## config.mk

```make
export PLATFORM = sky130hd
export DESIGN_NAME = cache_miss_handler
export DESIGN_NICKNAME = d
export VERILOG_FILES = /design/src/rtl/cache_miss_handler_pkg.sv /design/src/rtl/cache_miss_handler_lru_array.sv /design/src/rtl/cache_miss_handler.sv
export SDC_FILE = /design/constraint.sdc
export NUM_CORES = 2
export LEC_CHECK = 0
export BUFFER_PORTS_ARGS = -buffer_cell sky130_fd_sc_hd__clkbuf_2
export CAP_MARGIN = 20
export CORE_AREA = 2 2 552 554
export CTS_CLUSTER_SIZE = 25
export DETAILED_ROUTE_END_ITERATION = 8
export DIE_AREA = 0 0 554 556
export GPL_TIMING_DRIVEN = 0
export RECOVER_POWER = 25
export SETUP_SLACK_MARGIN = 0.3
export SKIP_LAST_GASP = 1
export SYNTH_ARGS = -nofsm -noshare
export SYNTH_HDL_FRONTEND = slang
export SYNTH_SLANG_ARGS = --single-unit
```

## constraint.sdc

```tcl
create_clock -name clk -period 3.7 [get_ports clk]
set_input_delay 0.74 -clock clk [delete_from_list [all_inputs] [get_ports clk]]
set_output_delay 0.74 -clock clk [all_outputs]
set_load 0.05 [all_outputs]
```

## src/rtl/cache_miss_handler_pkg.sv

```systemverilog
// Shared constants and types for the 2-way cache miss path.
// Line addresses are always built here so that every pmem request is line-aligned.
package cache_miss_handler_pkg;
  localparam int TAG_W  = 24;
  localparam int IDX_W  = 3;
  localparam int OFF_W  = 5;
  localparam int LINE_W = 256;
  localparam int ADDR_W = TAG_W + IDX_W + OFF_W;
  localparam int SETS   = 1 << IDX_W;

  typedef enum logic [2:0] {IDLE, WRITEBACK, FETCH, INSTALL, DONE} mh_state_e;
  typedef enum logic {WAY_LEFT = 1'b0, WAY_RIGHT = 1'b1} way_e;

  function automatic logic [ADDR_W-1:0] line_addr(input logic [TAG_W-1:0] tag,
                                                   input logic [IDX_W-1:0] idx);
    return {tag, idx, {OFF_W{1'b0}}};
  endfunction
endpackage

```

## src/rtl/cache_miss_handler_lru_array.sv

```systemverilog
// Per-set LRU bit storage: combinational read, synchronous write, cleared on reset.
// A stored 0 names the left way as victim, 1 names the right way.
module lru_array #(
  parameter int IDX_W = 3
) (
  input  logic             clk,
  input  logic             rst,
  input  logic [IDX_W-1:0] rd_idx,
  output logic             rd_val,
  input  logic             we,
  input  logic [IDX_W-1:0] wr_idx,
  input  logic             wr_val
);
  logic [(1<<IDX_W)-1:0] lru_q, lru_d;

  always_comb begin
    lru_d = lru_q;
    if (we) lru_d[wr_idx] = wr_val;
  end

  always_ff @(posedge clk) begin
    if (rst) lru_q <= '0;
    else     lru_q <= lru_d;
  end

  assign rd_val = lru_q[rd_idx];
endmodule

```

## src/rtl/cache_miss_handler.sv

```systemverilog
// Miss handler for the 2-way cache: victim choice, dirty writeback, line fetch, install.
// Owns the LRU bits and updates them on lookup hits while idle.
module cache_miss_handler
  import cache_miss_handler_pkg::*;
(
  input  logic              clk,
  input  logic              rst,
  input  logic [ADDR_W-1:0] addr,
  input  logic              access_valid,
  input  logic              miss_req,
  input  logic              hit_left,
  input  logic              hit_right,
  input  logic [TAG_W-1:0]  tag_left,
  input  logic [TAG_W-1:0]  tag_right,
  input  logic              dirty_left,
  input  logic              dirty_right,
  input  logic [LINE_W-1:0] data_left,
  input  logic [LINE_W-1:0] data_right,
  output logic              fill_we_left,
  output logic              fill_we_right,
  output logic [TAG_W-1:0]  fill_tag,
  output logic [LINE_W-1:0] fill_data,
  output logic              miss_done,
  output logic              busy,
  output logic              pmem_read,
  output logic              pmem_write,
  output logic [ADDR_W-1:0] pmem_address,
  output logic [LINE_W-1:0] pmem_wdata,
  input  logic [LINE_W-1:0] pmem_rdata,
  input  logic              pmem_resp
);
  mh_state_e         state_q, state_d;
  way_e              victim_q, victim_d;
  logic [TAG_W-1:0]  tag_q, tag_d;
  logic [IDX_W-1:0]  idx_q, idx_d;
  logic [TAG_W-1:0]  vtag_q, vtag_d;
  logic [LINE_W-1:0] vdata_q, vdata_d;
  logic [LINE_W-1:0] line_q, line_d;

  logic [TAG_W-1:0]  addr_tag;
  logic [IDX_W-1:0]  addr_idx;
  logic              unused_off;
  logic              lru_rd, lru_we, lru_wr_val;
  logic [IDX_W-1:0]  lru_wr_idx;
  way_e              victim_sel;

  assign addr_tag   = addr[ADDR_W-1 -: TAG_W];
  assign addr_idx   = addr[OFF_W +: IDX_W];
  assign unused_off = ^addr[OFF_W-1:0];
  assign victim_sel = way_e'(lru_rd);

  lru_array #(.IDX_W(IDX_W)) u_lru (
    .clk    (clk),
    .rst    (rst),
    .rd_idx (addr_idx),
    .rd_val (lru_rd),
    .we     (lru_we),
    .wr_idx (lru_wr_idx),
    .wr_val (lru_wr_val)
  );

  always_comb begin
    state_d       = state_q;
    victim_d      = victim_q;
    tag_d         = tag_q;
    idx_d         = idx_q;
    vtag_d        = vtag_q;
    vdata_d       = vdata_q;
    line_d        = line_q;
    lru_we        = 1'b0;
    lru_wr_idx    = addr_idx;
    lru_wr_val    = 1'b0;
    fill_we_left  = 1'b0;
    fill_we_right = 1'b0;
    fill_tag      = '0;
    fill_data     = '0;
    miss_done     = 1'b0;
    busy          = 1'b1;
    pmem_read     = 1'b0;
    pmem_write    = 1'b0;
    pmem_address  = '0;
    pmem_wdata    = '0;
    unique case (state_q)
      IDLE: begin
        busy = 1'b0;
        // A miss outranks any hit flags presented in the same cycle.
        if (miss_req) begin
          tag_d    = addr_tag;
          idx_d    = addr_idx;
          victim_d = victim_sel;
          vtag_d   = (victim_sel == WAY_RIGHT) ? tag_right  : tag_left;
          vdata_d  = (victim_sel == WAY_RIGHT) ? data_right : data_left;
          state_d  = ((victim_sel == WAY_RIGHT) ? dirty_right : dirty_left) ? WRITEBACK : FETCH;
        end else if (access_valid && (hit_left || hit_right)) begin
          lru_we     = 1'b1;
          lru_wr_val = hit_left;
        end
      end
      WRITEBACK: begin
        pmem_write   = 1'b1;
        pmem_address = line_addr(vtag_q, idx_q);
        pmem_wdata   = vdata_q;
        if (pmem_resp) state_d = FETCH;
      end
      FETCH: begin
        pmem_read    = 1'b1;
        pmem_address = line_addr(tag_q, idx_q);
        if (pmem_resp) begin
          line_d  = pmem_rdata;
          state_d = INSTALL;
        end
      end
      INSTALL: begin
        fill_we_left  = (victim_q == WAY_LEFT);
        fill_we_right = (victim_q == WAY_RIGHT);
        fill_tag      = tag_q;
        fill_data     = line_q;
        lru_we        = 1'b1;
        lru_wr_idx    = idx_q;
        lru_wr_val    = (victim_q == WAY_LEFT);
        state_d       = DONE;
      end
      DONE: begin
        miss_done = 1'b1;
        state_d   = IDLE;
      end
      default: state_d = IDLE;
    endcase
  end

  always_ff @(posedge clk) begin
    if (rst) begin
      state_q  <= IDLE;
      victim_q <= WAY_LEFT;
      tag_q    <= '0;
      idx_q    <= '0;
      vtag_q   <= '0;
      vdata_q  <= '0;
      line_q   <= '0;
    end else begin
      state_q  <= state_d;
      victim_q <= victim_d;
      tag_q    <= tag_d;
      idx_q    <= idx_d;
      vtag_q   <= vtag_d;
      vdata_q  <= vdata_d;
      line_q   <= line_d;
    end
  end
endmodule

```

==> flow_summary.ini <==
[final_layout]
fin_nets = 5927
fin_cells = 9218
drive_above_1_share_pct = 36.65
syn_to_final_growth_pct = 75.55
fillers = 34840
utilization_pct = 15.02
register_area_um2 = 11510
multi_input_area_um2 = 13330

[placed_design]
dpl.cell_count = 8934
gp_congestion = 1.028
dp_hpwl_um = 254000
portBuffers = 1418

[worst_setup_path]
critPathCaptureType = register
r2r_setup_slack_ns = 0.28
crit_fanout = 10
cp-start-kind = primary input
cp.required_ns = 4.41
crit_arrival_ns = 4.19
path_class = primary input to register
reg2regPathDepth = 11

[logic_synthesis]
synth.yosys.seq_area_share_pct = 44.56
synth.mux.area_fraction_pct = 0.6635
avgSynthCellArea_um2 = 7.331
ys_ff_latch = 575
yosys_warnings = 0
yosys.area_share.simple_pct = 30.41
synth_compound_area_share_pct = 19.16
syn_inst = 3524
ys_top_cells_by_area = dfxtp_1, nand2_1, and2_1
synth_xor_area_share_pct = 0
synth.top_cell.area_share_pct = 44.56
ys.flop_type = dfxtp_1
synth_fa_ha_area_share_pct = 0
synth.most_common_cell = nand2_1
synth_top_family_by_area = simple AND/OR/NAND/NOR gates
yosys.area.top_type = dfxtp_1
synth_edf_count = 0
async_flop_share_pct = 0
syn-cell-area_um2 = 25830
yosys-top-cells-count = nand2_1, dfxtp_1, and2_1
ys_types = 33

[routing]
num_vias = 34000
drt-wirelength-per-cell_um = 31.45
ant_nets = 0
dr.first_iter.drc_count = 3236
drc = 0
vias_per_cell = 3.689
dr.pass1.iters = 6
wl_um = 289900

[timing]
slew_viol_final = 0
finalHoldViolCount = 0
fin_worst_skew_ns = 0.05368
setup_viol = 0
fin_hold_ws_ns = 0.1465
fmax_mhz = 286.8
slew_headroom_pct = 11.03
layout_min_cycle_time_ns = 3.487
tightest_slew_ns = 1.335
finalCritPeriodShare_pct = 94.24
rsz0062_at_grt = true
tns_ns = 0

[floorplan]
rows = 202
die_area_um2 = 308000
core_area_um2 = 302000
die_h_um = 556
start_util_pct = 8.553
die_x_um = 554
io_pins = 1431

[cts]
ctsHoldBuffers = 0
cts_max_path_buffers = 4
cts.sinks = 575
htreeDepth = 3
cts_tree = built
path_clk_slew_ns = 0.06
root_buffer = clkbuf_16
clock_latency_ns = 0.81
numCtsBuffers = 82

[global_route]
grt_pass1_wl_um = 352900
grt_max_degree = 14
grt_overflow = 0
antenna_found_initial = 272
track_usage_pct = 17.91
first_global_vias = 31620

[power_and_ir_drop]
finalPower_uw = 20510
p_seq_share_pct = 35.7
switchingPower_uw = 6888
p_int_uw = 13620
combPwrFrac_pct = 21.1
power_density_nw_per_um2 = 452.3
clockPowerShare_pct = 43.1
vdd.ir_drop.worst_mv = 0.3666
switching_share_pct = 33.58
p_leak_uw = 0.01895

[worst_hold_path]
worstHoldPathType = primary input to register
hold-path-cell-count = 3

[status]
status = completed

[flow_run]
cap_viol_max_count = 0
## power groups by stage
| stage | Clock [uW] | Combinational (uW) | Sequential (uW) |
|---|---|---|---|
| floorplan | 0 | 2040 | 7120 |
| global placement | 0 | 3820 | 7430 |
| detailed placement | 0 | 3860 | 7430 |
| CTS | 9050 | 4090 | 7300 |
| global route | 9240 | 4620 | 7370 |
| finish | 8850 | 4330 | 7330 |
## per-stage QoR
stage	instance area, um2	worst slack (ns)
after global routing	45200	0.06449
final	45350	0.2131
after CTS	43660	0.1129
after global placement	37920	-1.670
after detailed placement	38110	-0.6569
after floorplan	25850	0.7657
## worst max-delay path: stages
cell and delay (ns):
clkbuf_1 0.51, inv_1 0.81, clkbuf_1 0.53, clkbuf_1 0.61, clkbuf_1 0.53, o21ai_0 0.20, a31oi_1 0.20
## registers in the layout, summed over array words and instances (netlist names)
signal and cells:
vdata_q 256, state_q 3, vtag_q 24, u_lru.lru_q 8, tag_q 24, line_q 256, idx_q 3, victim_q 1
## repair_timing
item | in CTS | in global routing
hold endpoints to repair | 0 | 0
resized for setup | 632 | 686
buffers inserted | 8 | 6
pin swaps | 4 | 22
setup endpoints to repair | 606 | 553
cloned | 5 | 11
## kinds of logic after synthesis
kind of cell           count (synthesis)
AND/OR/NAND/NOR                     1711
AO/OA/AOI/OAI                        895
flip-flops                           575
buffers and inverters                328
multiplexers                          14
other                                  1
## worst paths after layout
| path | start | endpoint |
|---|---|---|
| hold / removal | pmem_rdata[39] | line_q[39] |
| hold reg to reg | line_q[28] | line_q[28] |
| setup / recovery | rst | vdata_q[241] |
| setup reg to reg | state_q[2] | line_q[74] |
## cell usage in the layout (no fill, tap or decap), types with 4 or more instances in the layout
master / synthesis / routed
nand2_1: 1131 / 1131
clkbuf_2: 0 / 1037
dfxtp_1: 575 / 573
and2_1: 539 / 401
a21oi_1: 300 / 300
o21ai_0: 280 / 280
a31oi_1: 280 / 280
clkbuf_1: 241 / 190
clkbuf_4: 0 / 142
clkbuf_16: 0 / 138
and2_4: 0 / 115
diode_2: 0 / 111
buf_2: 70 / 91
clkbuf_8: 0 / 81
buf_6: 0 / 72
buf_4: 6 / 49
buf_8: 0 / 38
buf_12: 0 / 37
a22o_1: 24 / 23
and2_2: 0 / 22
bufinv_16: 0 / 14
clkinv_2: 0 / 11
nor3_1: 10 / 10
nor2_1: 8 / 8
o31ai_1: 8 / 8
mux2i_1: 7 / 7
inv_6: 0 / 7
buf_1: 8 / 6
nand2b_1: 6 / 6
nor2b_1: 5 / 5
mux2_2: 5 / 5
conb_1: 1 / 5
clkinv_4: 0 / 4
buf_16: 0 / 4
## area by class of cell
type / count / share of cell area (%)
Multi-Input combinational cell: 2625 / 29.39
Sequential cell: 575 / 25.39
Timing Repair Buffer: 1458 / 23.19
Tap cell: 3978 / 10.97
Clock buffer: 102 / 5.052
Buffer: 325 / 3.987
Clock inverter: 41 / 1.379
Antenna cell: 111 / 0.6125
Inverter: 3 / 0.02483
## layer usage
metal | global-route usage, % | vias up | share of wire, %
li1 | - | 14900 | -
met4 | 8.242 | 162 | 5.1
met2 | 26.97 | 2325 | 42
met5 | 0.01563 | - | 0.37
met1 | 18.83 | 15950 | 35
met3 | 12.66 | 670 | 17
Power figures use the tool's default switching activity.
